$ cat src/rtl/render_pkg.sv
// Shared state encoding, game-status codes, screen geometry and colours for block_renderer.
// BLOCK_RENDERER_HUD_EN adds the HUD state to the state enum.
package render_pkg;

`ifdef BLOCK_RENDERER_HUD_EN
  typedef enum logic [2:0] {ST_IDLE, ST_ERASE, ST_DRAW, ST_HUD, ST_CLEAR, ST_DONE} state_t;
`else
  typedef enum logic [2:0] {ST_IDLE, ST_ERASE, ST_DRAW, ST_CLEAR, ST_DONE} state_t;
`endif

  localparam logic [1:0] GS_START   = 2'b00;
  localparam logic [1:0] GS_PLAYING = 2'b01;
  localparam logic [1:0] GS_OVER    = 2'b10;

  localparam int SCR_W = 160;
  localparam int SCR_H = 120;

  localparam logic [2:0] BG_COL    = 3'b000;
  localparam logic [2:0] BLOCK_COL = 3'b110;
  localparam logic [2:0] OVER_COL  = 3'b100;
  localparam logic [2:0] HUD_COL   = 3'b010;

  localparam int HUD_W = 60;
  localparam int HUD_H = 2;

  // The reserved code behaves exactly like START.
  function automatic logic [1:0] norm_status(input logic [1:0] s);
    return (s == 2'b11) ? GS_START : s;
  endfunction

endpackage

$ cat src/rtl/rect_scanner.sv
// Row-major rectangle sweep: col runs fastest, last flags the final cell.
// Shared by every sweeping state of block_renderer.
module rect_scanner #(
  parameter int CW = 8,
  parameter int RW = 7
) (
  input  logic          clk,
  input  logic          resetn,
  input  logic          start,
  input  logic          abort,
  input  logic [CW-1:0] width,
  input  logic [RW-1:0] height,
  output logic [CW-1:0] col,
  output logic [RW-1:0] row,
  output logic          active,
  output logic          last
);

  logic [CW-1:0] width_reg;
  logic [RW-1:0] height_reg;
  logic          col_end;

  assign col_end = (col == width_reg - CW'(1));
  assign last    = active && col_end && (row == height_reg - RW'(1));

  always_ff @(posedge clk) begin
    if (!resetn) begin
      col        <= '0;
      row        <= '0;
      active     <= 1'b0;
      width_reg  <= '0;
      height_reg <= '0;
    end else if (start) begin
      col        <= '0;
      row        <= '0;
      active     <= 1'b1;
      width_reg  <= width;
      height_reg <= height;
    end else if (abort || last) begin
      col    <= '0;
      row    <= '0;
      active <= 1'b0;
    end else if (active) begin
      if (col_end) begin
        col <= '0;
        row <= row + RW'(1);
      end else begin
        col <= col + CW'(1);
      end
    end
  end

endmodule

$ cat src/rtl/block_renderer.sv
// Turns block position/status into single-pixel frame-buffer writes (erase, draw, full clear).
// Define BLOCK_RENDERER_HUD_EN to add a score bar sweep after each draw.
module block_renderer
  import render_pkg::*;
#(
  parameter int         BLOCK_W      = 16,
  parameter int         BLOCK_H      = 8,
  parameter int         SCREEN_W     = SCR_W,
  parameter int         SCREEN_H     = SCR_H,
  parameter logic [2:0] BG_COLOUR    = BG_COL,
  parameter logic [2:0] BLOCK_COLOUR = BLOCK_COL,
  parameter logic [2:0] OVER_COLOUR  = OVER_COL
) (
  input  logic       clk,
  input  logic       resetn,
  input  logic       sync,
  input  logic [7:0] x,
  input  logic [7:0] prev_x,
  input  logic [6:0] y,
  input  logic [3:0] score,
  input  logic [1:0] game_status,
  output logic [7:0] vga_x,
  output logic [6:0] vga_y,
  output logic [2:0] colour,
  output logic       plot,
  output logic       busy,
  output logic       done
);

  state_t     state_reg;
  state_t     sweep_next;
  logic [1:0] status_reg;
  logic [1:0] status_now;
  logic       pending_reg;
  logic [7:0] x_reg;
  logic [7:0] prev_x_reg;
  logic [6:0] y_reg;
  logic [2:0] clear_colour_reg;

  logic       status_edge;
  logic       sync_ok;
  logic       accept;

  logic       scan_start;
  logic       scan_abort;
  logic [7:0] scan_w;
  logic [6:0] scan_h;
  logic [7:0] scan_col;
  logic [6:0] scan_row;
  logic       scan_active;
  logic       scan_last;

  logic [7:0] base_x;
  logic [6:0] base_y;
  logic [8:0] px_col;
  logic [7:0] px_row;
  logic [2:0] px_colour;
  logic       px_active;
  logic       px_in_view;

  assign status_now  = norm_status(game_status);
  assign status_edge = (status_now != status_reg) &&
                       (status_now == GS_PLAYING || status_now == GS_OVER);
  assign sync_ok     = sync && (status_now == GS_PLAYING);
  assign accept      = (state_reg == ST_IDLE) && (sync || pending_reg) && (status_now == GS_PLAYING);

`ifndef BLOCK_RENDERER_HUD_EN
  logic unused_score;
  assign unused_score = ^score;
`endif

  rect_scanner #(.CW(8), .RW(7)) u_scan (
    .clk    (clk),
    .resetn (resetn),
    .start  (scan_start),
    .abort  (scan_abort),
    .width  (scan_w),
    .height (scan_h),
    .col    (scan_col),
    .row    (scan_row),
    .active (scan_active),
    .last   (scan_last)
  );

  // Scanner reload: a status edge always wins, otherwise chain sweeps back-to-back.
  always_comb begin
    scan_start = 1'b0;
    scan_abort = 1'b0;
    scan_w     = 8'(BLOCK_W);
    scan_h     = 7'(BLOCK_H);
    sweep_next = ST_DONE;
    if (status_edge) begin
      scan_start = 1'b1;
      scan_w     = 8'(SCREEN_W);
      scan_h     = 7'(SCREEN_H);
    end else begin
      case (state_reg)
        ST_IDLE:  scan_start = accept;
        ST_ERASE: begin
          sweep_next = ST_DRAW;
          scan_start = scan_last;
        end
`ifdef BLOCK_RENDERER_HUD_EN
        ST_DRAW: begin
          sweep_next = ST_HUD;
          scan_start = scan_last;
          scan_w     = 8'(HUD_W);
          scan_h     = 7'(HUD_H);
        end
`endif
        default: sweep_next = ST_DONE;
      endcase
      if ((state_reg == ST_IDLE || state_reg == ST_DONE) && !scan_start)
        scan_abort = 1'b1;
    end
  end

  always_comb begin
    base_x    = x_reg;
    base_y    = y_reg;
    px_colour = BLOCK_COLOUR;
    px_active = 1'b0;
    case (state_reg)
      ST_ERASE: begin
        base_x    = prev_x_reg;
        px_colour = BG_COLOUR;
        px_active = scan_active;
      end
      ST_DRAW: px_active = scan_active;
`ifdef BLOCK_RENDERER_HUD_EN
      ST_HUD: begin
        base_x    = '0;
        base_y    = '0;
        px_colour = ({1'b0, scan_col} < {3'b000, score, 2'b00}) ? HUD_COL : BG_COLOUR;
        px_active = scan_active;
      end
`endif
      ST_CLEAR: begin
        base_x    = '0;
        base_y    = '0;
        px_colour = clear_colour_reg;
        px_active = scan_active;
      end
      default: px_active = 1'b0;
    endcase
  end

  // Widened sums so blocks hanging off the right or bottom edge clip instead of wrapping.
  assign px_col     = {1'b0, base_x} + {1'b0, scan_col};
  assign px_row     = {1'b0, base_y} + {1'b0, scan_row};
  assign px_in_view = (px_col < 9'(SCREEN_W)) && (px_row < 8'(SCREEN_H));

  always_ff @(posedge clk) begin
    if (!resetn) begin
      state_reg        <= ST_IDLE;
      status_reg       <= GS_START;
      pending_reg      <= 1'b0;
      x_reg            <= '0;
      prev_x_reg       <= '0;
      y_reg            <= '0;
      clear_colour_reg <= BG_COLOUR;
      vga_x            <= '0;
      vga_y            <= '0;
      colour           <= '0;
      plot             <= 1'b0;
      busy             <= 1'b0;
      done             <= 1'b0;
    end else begin
      status_reg <= status_now;
      plot       <= 1'b0;
      done       <= 1'b0;
      if (px_active) begin
        vga_x  <= px_col[7:0];
        vga_y  <= px_row[6:0];
        colour <= px_colour;
        plot   <= px_in_view;
      end
      if (status_edge) begin
        state_reg        <= ST_CLEAR;
        busy             <= 1'b1;
        pending_reg      <= 1'b0;
        plot             <= 1'b0;
        clear_colour_reg <= (status_now == GS_OVER) ? OVER_COLOUR : BG_COLOUR;
      end else begin
        case (state_reg)
          ST_IDLE: begin
            pending_reg <= 1'b0;
            if (accept) begin
              x_reg      <= x;
              prev_x_reg <= prev_x;
              y_reg      <= y;
              busy       <= 1'b1;
              state_reg  <= (prev_x == x) ? ST_DRAW : ST_ERASE;
            end
          end
          ST_CLEAR: begin
            if (scan_last) begin
              state_reg <= ST_IDLE;
              busy      <= 1'b0;
            end
          end
          // First DONE cycle shows the final pixel, second carries the done pulse.
          ST_DONE: begin
            if (sync_ok) pending_reg <= 1'b1;
            if (!done) begin
              done <= 1'b1;
            end else begin
              state_reg <= ST_IDLE;
              busy      <= 1'b0;
            end
          end
          default: begin
            if (sync_ok) pending_reg <= 1'b1;
            if (scan_last) state_reg <= sweep_next;
          end
        endcase
      end
    end
  end

endmodule

$ cat config.mk
export PLATFORM = sky130hd
export DESIGN_NAME = block_renderer
export DESIGN_NICKNAME = d
export VERILOG_FILES = /design/src/rtl/render_pkg.sv /design/src/rtl/rect_scanner.sv /design/src/rtl/block_renderer.sv
export SDC_FILE = /design/constraint.sdc
export NUM_CORES = 1
export LEC_CHECK = 0
export CORE_MARGIN = 3
export CORE_UTILIZATION = 61
export CTS_CLUSTER_SIZE = 30
export DETAILED_ROUTE_END_ITERATION = 10
export PLACE_DENSITY_LB_ADDON = 0.2
export SLEW_MARGIN = 20
export SYNTH_ARGS = -nofsm -noshare
export SYNTH_HDL_FRONTEND = slang
export SYNTH_HIERARCHICAL = 1
export SYNTH_SLANG_ARGS = --single-unit
$ cat constraint.sdc
create_clock -name clk -period 7.8 [get_ports clk]
set_input_delay 1.17 -clock clk [delete_from_list [all_inputs] [get_ports clk]]
set_output_delay 1.17 -clock clk [all_outputs]
set_load 0.03 [all_outputs]
==> results.ini <==
[status]
outcome=finished clean

[clock_tree]
cts_buffer_depth=2
ctsResizeCount=0
holdBufCountCts=0
cts_sinks=81
cts_setup_buffers=0
cts-root-buf=clkbuf_8
cts_tree=done
clkLatencyLatePin_ns=0.36
numCtsBuffers=9
path_clk_slew_ns=0.08
cts-htree-levels=3

[logic_synthesis]
synth_fa_ha_area_frac=0.0744
async_reset_ff_frac=0
ys_ff_latch=81
synthMuxAreaShare=0.0394
synth.top_cell.area_share=0.355
yosys.area_share.simple=0.262
synth_edf_count=0
synth-compound-area-share=0.146
synthCells=553
syn_area_per_cell_um2=8.27
yosys-top-cells-area=dfxtp_1 35%, nand2_1 8.4%, ha_1 6.6%
ys_types=62
yosys.area_share.xor_xnor=0.0881
yosysMostFrequentCell=nand2_1
yosys-top-cells-count=102 x nand2_1, 81 x dfxtp_1, 48 x a21oi_1, 34 x nor2_1, 33 x xnor2_1
synthesis.area_mm2=0.00457
seq_area_frac_synth=0.355
ys.flop_type=dfxtp_1
ys_warn_count=6
yosysTopAreaCell=dfxtp_1
synth_top_family_by_area=simple AND/OR/NAND/NOR gates

[floorplanning]
ios=53
die_h_um=92.6
rows=30
initial_core_util=0.651
chipWidth_um=92.6
coreArea_mm2=0.00702
die_area_mm2=0.00857

[placement]
port_buffers=47
dpl_cell_area_mm2=0.00512
dp.cells=685
dp_hpwl_um=7520
gp_congestion=0.865
place_ws_ns=3.50

[cells_and_area]
num_antenna_cells=0
synthToLayoutAreaGrowth_pct=17.1
fin_util=0.763
fillCellCount=526
fin_area_mm2=0.00535
instances_no_fill=701
multi_input_area_mm2=0.00283
regArea_mm2=0.00162
nets=658
drive_gt1_frac=0.0479

[critical_path]
crit_type=register to register
arrival_ns=4.74
cp_max_fo=18
start_kind=register
cp-end-kind=register
crit_required_ns=8.09

[sta]
max_freq_mhz=225
whs_ns=0.456
hold_violations=0
layout_min_cycle_time_ns=4.45
setup_violations=0
slew_headroom=0.362
setup_ws_ns=3.35
slew_viol_final=0
finalSetupTns_ns=0
worstMarginPinSlew_ns=0.956
fin_worst_skew_ns=0.00955
rsz0062_at_grt=false
final.period_utilization=0.571

[power]
power.density_mw_per_mm2=181
p_leak_nw=2.00
peakVddDrop_uv=115
p_total_mw=0.971

[drt]
ant_nets=0
wl_um=10400
drt_drc_violations_left=0
drt-initial-drc-count=165
via_per_inst=5.67
wl_per_cell_um=14.9
vias=3972
drt_pass1_iterations=5

[global_route]
antenna_found_initial=0
grt_pass1_wl_um=17600
overflow=0
grt_max_degree=42
grt_use_total=0.254
grt_pass1_vias=3943

[flow_run]
max-cap-violations=0

[worst_hold_path]
holdCritPathClass=register to register

-- layout by cell type, fill, tap and decap left out, types with 4 or more instances in the layout --
master / Yosys / final
a211oi_1: 7 / 7
a21oi_1: 48 / 48
and2_1: 9 / 9
clkbuf_8: 0 / 11
clkdlybuf4s50_1: 0 / 47
conb_1: 2 / 10
dfxtp_1: 81 / 81
ha_1: 24 / 24
inv_1: 16 / 16
mux2i_1: 18 / 18
nand2_1: 102 / 102
nand2b_1: 12 / 12
nand3_1: 7 / 7
nand4_1: 9 / 9
nor2_1: 34 / 34
nor2b_1: 21 / 21
nor3_1: 9 / 9
nor4_1: 5 / 5
o2111ai_1: 4 / 4
o211a_1: 4 / 4
o211ai_1: 6 / 6
o21ai_0: 12 / 12
or3_1: 5 / 5
xnor2_1: 33 / 33
xor2_1: 13 / 13
-- worst paths after layout --
check / from / end / slack [ns] / cells past startpoint
hold / removal: y_reg[5] / y_reg[5] / 0.46 / 2
hold reg to reg: y_reg[5] / y_reg[5] / 0.46 / 2
setup reg to reg: u_scan/width_reg[0] / u_scan/active / 3.35 / 16
setup / recovery: u_scan/width_reg[0] / u_scan/active / 3.35 / 16
-- per-layer routing --
layer  global-route usage  share of wire
met1                0.299           0.42
met2                0.442           0.50
met3               0.0479          0.053
met4                0.121          0.025
met5                    0              0
-- cell type report --
type	instances	area share
multi-input cells	441	0.528
inverters	18	0.0126
flip-flops and latches	81	0.303
repair buffers	49	0.0907
clock inverters	4	0.0140
clock buffers	12	0.0290
well taps	96	0.0224
-- worst max-delay path, cell delays in order (launching register included) --
cell and delay [ns]:
dfxtp_1 0.42, inv_1 0.07, ha_1 0.31, xnor2_1 0.13
a211oi_1 0.22, nand4b_1 0.37, nor3_1 0.54, nand2_1 0.12
nor2_1 0.25, inv_1 0.12, nor3_1 0.22, or3_1 0.78
nor3_1 0.11, nor2_1 0.17, nand2_1 0.14, o21bai_4 0.28
o21ai_1 0.14
-- power by group --
part | internal, mW | leakage [nW] | switching (mW)
Clock | 0.198 | 0.109 | 0.153
Sequential | 0.430 | 0.657 | 0.0204
Combinational | 0.0753 | 1.23 | 0.0949
-- logic make-up after synthesis --
family | Yosys count
buffers and inverters | 39
AOI/OAI and AO/OA | 103
DFF | 81
xor gates and xnor gates | 46
and+or+nand+nor | 238
muxes | 18
other | 2
adders and majority gates | 26
(Power assumes the default switching activity.)
